$ cat config.mk
export PLATFORM = sky130hd
export DESIGN_NAME = sum_of_squares_fx
export DESIGN_NICKNAME = d
export VERILOG_FILES = /design/src/rtl/sum_of_squares_fx.sv
export SDC_FILE = /design/constraint.sdc
export NUM_CORES = 1
export LEC_CHECK = 0
export CORE_ASPECT_RATIO = 1.25
export CORE_MARGIN = 3
export CORE_UTILIZATION = 40
export CTS_CLUSTER_SIZE = 40
export DETAILED_ROUTE_END_ITERATION = 8
export GPL_ROUTABILITY_DRIVEN = 1
export PLACE_DENSITY = 0.56
export SLEW_MARGIN = 20
export SYNTH_ARGS = -nofsm -noshare
export SYNTH_HDL_FRONTEND = slang
export SYNTH_SLANG_ARGS = --single-unit
$ cat constraint.sdc
create_clock -name clk -period 23.8 [get_ports clk]
set_input_delay 2.38 -clock clk [delete_from_list [all_inputs] [get_ports clk]]
set_output_delay 2.38 -clock clk [all_outputs]
set_load 0.005 [all_outputs]
$ cat src/rtl/sum_of_squares_fx.sv
// sum_of_squares_fx: S = x^2 + y^2 + z^2 for a signed fixed-point 3-vector.
// One shared multiplier is stepped over the three components (one per cycle).
// The scaled result is clamped to the unsigned OUT_W-bit output range.
// Valid/ready handshake on both sides; one vector in flight at a time.
module sum_of_squares_fx #(
  parameter int IN_W     = 12,
  parameter int IN_FRAC  = 4,
  parameter int OUT_W    = 12,
  parameter int OUT_FRAC = 4
) (
  input  logic             clk,
  input  logic             rst_,
  input  logic             in_valid,
  output logic             in_ready,
  input  logic [IN_W-1:0]  vec_x,
  input  logic [IN_W-1:0]  vec_y,
  input  logic [IN_W-1:0]  vec_z,
  output logic             out_valid,
  input  logic             out_ready,
  output logic [OUT_W-1:0] sq_sum,
  output logic             sq_sat
);

  // Two guard bits cover the sum of three squares, so the accumulator never wraps.
  localparam int ACC_W = 2*IN_W + 2;
  // Products carry 2*IN_FRAC fraction bits; drop down to OUT_FRAC (truncate).
  localparam int SHIFT = 2*IN_FRAC - OUT_FRAC;
  localparam logic [ACC_W-1:0] OUT_MAX = {{(ACC_W-OUT_W){1'b0}}, {OUT_W{1'b1}}};

  typedef enum logic [1:0] {IDLE, ACC, SAT, HOLD} state_t;

  state_t                   state;
  logic signed [IN_W-1:0]   op_x, op_y, op_z;
  logic signed [IN_W-1:0]   op;
  logic signed [2*IN_W-1:0] prod;
  logic [2*IN_W-1:0]        prod_u;
  logic [ACC_W-1:0]         acc;
  logic [ACC_W-1:0]         scaled;
  logic                     sat_hit;
  logic [1:0]               idx;

  // Pick the component feeding the shared multiplier this cycle.
  always_comb begin
    op = op_x;
    case (idx)
      2'd1:    op = op_y;
      2'd2:    op = op_z;
      default: op = op_x;
    endcase
  end

  // A square is never negative, and even (-2^(IN_W-1))^2 fits in 2*IN_W signed bits,
  // so the product can be reinterpreted as unsigned without loss.
  assign prod    = op * op;
  assign prod_u  = $unsigned(prod);
  assign scaled  = acc >> SHIFT;
  assign sat_hit = (scaled > OUT_MAX);

  // Control FSM with datapath; all outputs registered.
  always_ff @(posedge clk or posedge rst_) begin
    if (rst_) begin
      state     <= IDLE;
      in_ready  <= 1'b1;
      out_valid <= 1'b0;
      sq_sum    <= '0;
      sq_sat    <= 1'b0;
      acc       <= '0;
      idx       <= 2'd0;
      op_x      <= '0;
      op_y      <= '0;
      op_z      <= '0;
    end else begin
      case (state)
        IDLE: begin
          if (in_valid && in_ready) begin
            op_x     <= vec_x;
            op_y     <= vec_y;
            op_z     <= vec_z;
            acc      <= '0;
            idx      <= 2'd0;
            in_ready <= 1'b0;
            state    <= ACC;
          end
        end
        ACC: begin
          acc <= acc + {{(ACC_W-2*IN_W){1'b0}}, prod_u};
          if (idx == 2'd2) begin
            idx   <= 2'd0;
            state <= SAT;
          end else begin
            idx <= idx + 2'd1;
          end
        end
        SAT: begin
          sq_sum    <= sat_hit ? {OUT_W{1'b1}} : scaled[OUT_W-1:0];
          sq_sat    <= sat_hit;
          out_valid <= 1'b1;
          state     <= HOLD;
        end
        HOLD: begin
          if (out_valid && out_ready) begin
            out_valid <= 1'b0;
            in_ready  <= 1'b1;
            state     <= IDLE;
          end
        end
        default: state <= IDLE;
      endcase
    end
  end

endmodule

==> results.toml, run 1 <==
[floorplanning]
die_area_mm2 = 0.02538
rows = 62
coreArea_mm2 = 0.02304
ioPinCount = 55
die_h_um = 177.4
die_w_um = 143.1
initial_core_util_pct = 40.80

[yosys]
synthFlopType = "dfrtp_1"
synthMuxAreaShare_pct = 4.420
ys_seq_area_share_pct = 21.58
syn_area_per_cell_um2 = 9.465
synth_area_mm2 = 0.009399
synthTopCellsByArea = "fa_1, dfrtp_1, ha_1, inv_1, mux2_2"
synth_edf_count = 0
synth.most_common_cell = "inv_1"
synth_fp_nets = 1244
synth.top_cell.area_share_pct = 25.77
synthAdderAreaFrac_pct = 37.75
synth_compound_area_share_pct = 14.04
ys_async_sr_fraction_pct = 100.0
synth_simple_gate_area_share_pct = 9.199
ys_types = 64
yosys_register_bits = 81
syn_inst = 993
synthXorXnorAreaFrac_pct = 3.821
synth_top_area_cell = "fa_1"
synth_top_family_by_area = "adder cells"
ys_warn_count = 0
netlist_top_cells_count = "inv_1, fa_1, ha_1"

[worst_setup_path]
max_stage_delay_ns = 0.76
rrSetupSlack_ns = 14.63
r2r_cells = 30
crit_fanout = 25
worst_setup_path_end_kind = "flip-flop"
cp_common_cell = "inv_1"
timing.rr.start = "idx[1]"
cp-startpoint = "idx[1]"
critPathArrivalTime_ns = 9.45
worstPathRequired_ns = 24.08
start_kind = "flip-flop"
critPathSlowestCell = "ha_1"
crit_type = "flip-flop to flip-flop"

[layout]
drive_above_1_share_pct = 6.910
diodes = 0
fin_nets = 1288
seqCellArea_mm2 = 0.002028
nFillCells = 2286
area_delta_synth_final_pct = 12.26
multi_input_comb_area_mm2 = 0.006519

[global_route]
grt_pass1_wl_um = 36350
antenna_found_initial = 0
grt.total_usage_pct = 18.09
grt_max_degree = 82
grt_pass1_vias = 7217
grt_remaining_overflow = 0

[place]
gp_congestion = 0.8570
port_buffers = 54
dp_hpwl_um = 17840

[status]
outcome = "finished clean"

[min_path]
hp-class = "flip-flop to flip-flop"
worstHoldStart = "sq_sum[11]"
hold_path_depth = 1

[sta]
max_freq_mhz = 109.1
post-route-period-util_pct = 38.52
drv_slew = 0
finalHoldViolations = 0
fin_crit_ns = 9.167
worstMarginPinSlew_ns = 0.9415
fin_setup_tns_ns = 0
relSlewSlack_pct = 37.16
rsz0062_at_grt = "false"
clock_skew_ns = 0.01497
setup-violations-final = 0

[clock_network]
clk_pin_slew_ns = 0.07
ctsHoldBuffers = 0
cts_resized = 0
cts_setup_buffers = 0
root_buffer = "clkbuf_16"
worstSkewPairLatency_ns = 0.35
cts_tree = "yes"
cts_buffers = 9
clock_path_buffers = 2
clock_sinks = 81
htreeDepth = 3

[drt]
drt-initial-drc-count = 354
wire_per_inst_um = 16.45
drt_pre_antenna_iters = 5
vias = 6937
drc_errors = 0
antenna_left = 0
vias_per_cell = 5.216
wl_um = 21880

[job]
maxCapViolations = 0
[layout make-up]
| type | instances | area share, % |
|---|---|---|
| Tap cell | 288 | 3.415 |
| Clock buffer | 9 | 2.134 |
| Sequential cell | 81 | 19.22 |
| Clock inverter | 7 | 0.8064 |
| Timing Repair Buffer | 57 | 5.372 |
| Inverter | 204 | 7.269 |
| Multi-Input combinational cell | 684 | 61.78 |
[metrics by stage]
stage,std cells,area (um^2),worst slack [ns],hold slack [ns],utilization (%)
2_1_floorplan,993,9399,15.82,0.4563,-
3_3_place_gp,1314,10230,14.73,0.4619,44.42
3_5_place_dp,1314,10230,14.63,0.4865,44.42
4_1_cts,1330,10550,14.58,0.5039,45.77
5_1_grt,1330,10550,13.77,0.5217,45.80
6_report,1330,10550,14.63,0.5008,45.80
[registers in the layout, indices dropped and copies added, names as in the netlist]
signal / count
sq_sum: 12
out_valid: 1
op_y: 12
sq_sat: 1
idx: 2
op_x: 12
op_z: 12
state: 2
acc: 26
in_ready: 1
[path summary, 6_finish.rpt]
path                         endpoint
min reg2reg                sq_sum[11]
min in group asynchronous   out_valid
min                        sq_sum[11]
max reg2reg                   acc[24]
max in group asynchronous     op_x[4]
max                           acc[24]
[layout by cell type (no fill, tap or decap), types with 5 or more instances in the layout]
| master | instances |
|---|---|
| nand3_1 | 10 |
| a21oi_1 | 53 |
| o21ai_0 | 36 |
| fa_1 | 121 |
| a22o_1 | 6 |
| nor2_1 | 77 |
| clkbuf_16 | 9 |
| o22a_1 | 12 |
| nor3_1 | 8 |
| o21a_1 | 14 |
| dfrtp_1 | 80 |
| xnor2_1 | 25 |
| or3_1 | 5 |
| a31oi_1 | 6 |
| inv_1 | 198 |
| a21o_1 | 13 |
| nand2_1 | 70 |
| a22oi_1 | 13 |
| ha_1 | 90 |
| mux2_2 | 36 |
| clkdlybuf4s50_1 | 54 |
| o31ai_1 | 5 |
| xor2_1 | 16 |
[worst max-delay path, delay by kind of cell, from the launching register on]
| family | cells | cell delay (ns) |
|---|---|---|
| flops | 1 | 0.38 |
| fa+ha+maj | 8 | 3.87 |
| xor+xnor | 1 | 0.11 |
| simple gates | 6 | 1.45 |
| buf+inv | 6 | 0.69 |
| compound gates | 9 | 2.56 |
[metal layers]
| layer | global-route usage [%] | wire (um) | part of all wire [%] | vias to the layer above |
|---|---|---|---|---|
| met3 | 2.129 | 739 | 3.4 | 24 |
| met4 | 4.517 | 383 | 1.8 | 0 |
| li1 | - | - | - | 3320 |
| met2 | 32.80 | 11590 | 53 | 129 |
| met1 | 22.81 | 9162 | 42 | 3464 |
| met5 | 0 | 0 | 0 | - |
[kinds of logic (layout without fill, tap and decap cells)]
family,after synthesis,in the layout
buf+inv,228,277
mux,37,37
fa+ha+maj,211,211
flops,81,81
compound gates,198,198
simple gates,197,197
xor+xnor,41,41
Power of run 1 is left out: the tool's default activity adds up to more than one toggle a clock period on the data nets, which glitch-free logic cannot reach.
==> run 2, diff against run 1 <==
==> constraint.sdc (replaced) <==
create_clock -name clk -period 9.1 [get_ports clk]
set_input_delay 0.91 -clock clk [delete_from_list [all_inputs] [get_ports clk]]
set_output_delay 0.91 -clock clk [all_outputs]
set_load 0.005 [all_outputs]
==> run 2 against run 1 <==
Hold slack worse by 0.021 ns. Setup slack got worse by 14 ns. Non-clock buffer count grew 12. Cell count up 0.90%. Clock skew shrank 0.0040 ns. First-iteration DRC count decreased by 13%. Design area grew 1.0%. Flip-flop and latch count unchanged.
==> results.toml, run 2 (synthesis gave the netlist of run 1 again) <==
[drt]
drt_pre_antenna_iters = 5
drt-initial-drc-count = 307
vias_per_cell = 5.217
vias = 7001
wl_um = 21480
antenna_left = 0
drc_errors = 0
wire_per_inst_um = 16.01

[global_route]
antenna_found_initial = 0
grt.total_usage_pct = 18.07
grt_max_degree = 82
grt_remaining_overflow = 0
grt_pass1_vias = 7428
grt_pass1_wl_um = 36230

[worst_setup_path]
worstPathRequired_ns = 9.37
critPathArrivalTime_ns = 8.73
max_stage_delay_ns = 0.59
worst_setup_path_end_kind = "flip-flop"
cp.buffers_inverters = 7
crit_type = "flip-flop to flip-flop"
crit_fanout = 13
critPathTopFamily = "adder cells"
start_kind = "flip-flop"
critPathSlowestCell = "fa_1"

[clock_network]
htreeDepth = 3
clock_sinks = 81
worstSkewPairLatency_ns = 0.35
cts_setup_buffers = 0
cts_tree = "yes"
root_buffer = "clkbuf_16"
cts_buffers = 9
clock_path_buffers = 2
ctsHoldBuffers = 0
clk_pin_slew_ns = 0.08

[layout]
largest_register_ffs = 26
diodes = 0
layout_common_cells = "inv_1, fa_1, ha_1"
fin_nets = 1300
area_delta_synth_final_pct = 13.41
final_common_cell = "inv_1"
drive_above_1_share_pct = 8.444
instances_no_fill = 1342
regMostFlops = "acc"

[floorplanning]
die_area_mm2 = 0.02538
rows = 62
ioPinCount = 55
initial_core_util_pct = 40.80
die_w_um = 143.1
coreArea_mm2 = 0.02304
die_h_um = 177.4

[job]
maxCapViolations = 0

[sta]
post-route-period-util_pct = 92.91
max_freq_mhz = 118.3
finalHoldViolations = 0
setup_ws_ns = 0.6455
fin_crit_ns = 8.454
drv_slew = 0
relSlewSlack_pct = 40.35
setup-violations-final = 0
worstMarginPinSlew_ns = 0.8937
clock_skew_ns = 0.01099

[place]
pre_cts_slack_ns = 0.2597
dp_hpwl_um = 17740
port_buffers = 54
dp_cells = 1326
gp_congestion = 0.8790

[min_path]
hp-class = "flip-flop to flip-flop"

[status]
outcome = "finished clean"
-- run 2: cell types whose count changed in the layout (fill, tap and decap cells not counted), moves of 2 or more --
cell / before / now
buf_4: 2 / 14
ha_2: 0 / 2
inv_8: 0 / 2
ha_1: 90 / 87
-- run 2: worst register-to-register path: cells and delay by family, from the launching register on --
family                     cells  cell delay (ns)
adders and majority gates      8             3.77
AOI/OAI and AO/OA             10             2.45
and+or+nand+nor                5             1.06
buffers and inverters          7             0.63
DFF                            1             0.40
xor gates and xnor gates       1             0.10
-- run 2: stage by stage --
stage	hold WS [ns]	cell area, um^2	setup TNS, ns	utilization (%)
4_1_cts	0.4849	10630	0	46.14
3_5_place_dp	0.4669	10320	0	44.81
5_1_grt	0.5180	10660	-0.003708	46.26
2_1_floorplan	0.4563	9399	0	-
6_report	0.4794	10660	0	46.26
3_3_place_gp	0.4617	10320	0	44.81
-- run 2: metal layers --
layer	GRT usage, %	routed length [um]	up-vias
met5	0	0	-
met4	7.607	781	0
met3	2.129	601	38
met2	31.64	11010	154
met1	22.45	9083	3464
li1	-	-	3345
-- run 2: worst paths after layout --
| path | to | cells after the start | slack (ns) | start |
|---|---|---|---|---|
| max in group asynchronous | op_z[9] | 3 | 7.53 | rst_ |
| hold reg to reg | sq_sat | 1 | 0.48 | sq_sat |
| setup / recovery | acc[24] | 31 | 0.65 | idx[0] |
| setup reg to reg | acc[24] | 31 | 0.65 | idx[0] |
| hold / removal | sq_sat | 1 | 0.48 | sq_sat |
| min in group asynchronous | sq_sat | 3 | 1.08 | rst_ |
-- run 2: area by class of cell --
class / count / area, um^2
Clock inverter: 7 / 81.33
Inverter: 204 / 767.0
Multi-Input combinational cell: 684 / 6540
Tap cell: 288 / 360.3
Clock buffer: 9 / 225.2
Sequential cell: 81 / 2028
Fill cell: 2188 / 12380
Timing Repair Buffer: 69 / 656.9
-- run 2: timing repair --
action | in CTS | in global routing
hold endpoints to repair | 0 | 0
endpoints found under the setup margin | 0 | 6
gates resized for setup | 0 | 7
Power of run 2 is left out for the same reason.
==> run 3, diff against run 2 <==
--- a/config.mk
+++ b/config.mk
@@ -5,6 +5,7 @@
 export SDC_FILE = /design/constraint.sdc
 export NUM_CORES = 1
 export LEC_CHECK = 0
+export ABC_CLOCK_PERIOD_IN_PS = 9100
 export CORE_ASPECT_RATIO = 1.25
 export CORE_MARGIN = 3
 export CORE_UTILIZATION = 40
==> results of run 3 <==
The final DEF is identical to that of run 2; final timing and power are the same.
Power of run 3 is left out for the same reason.
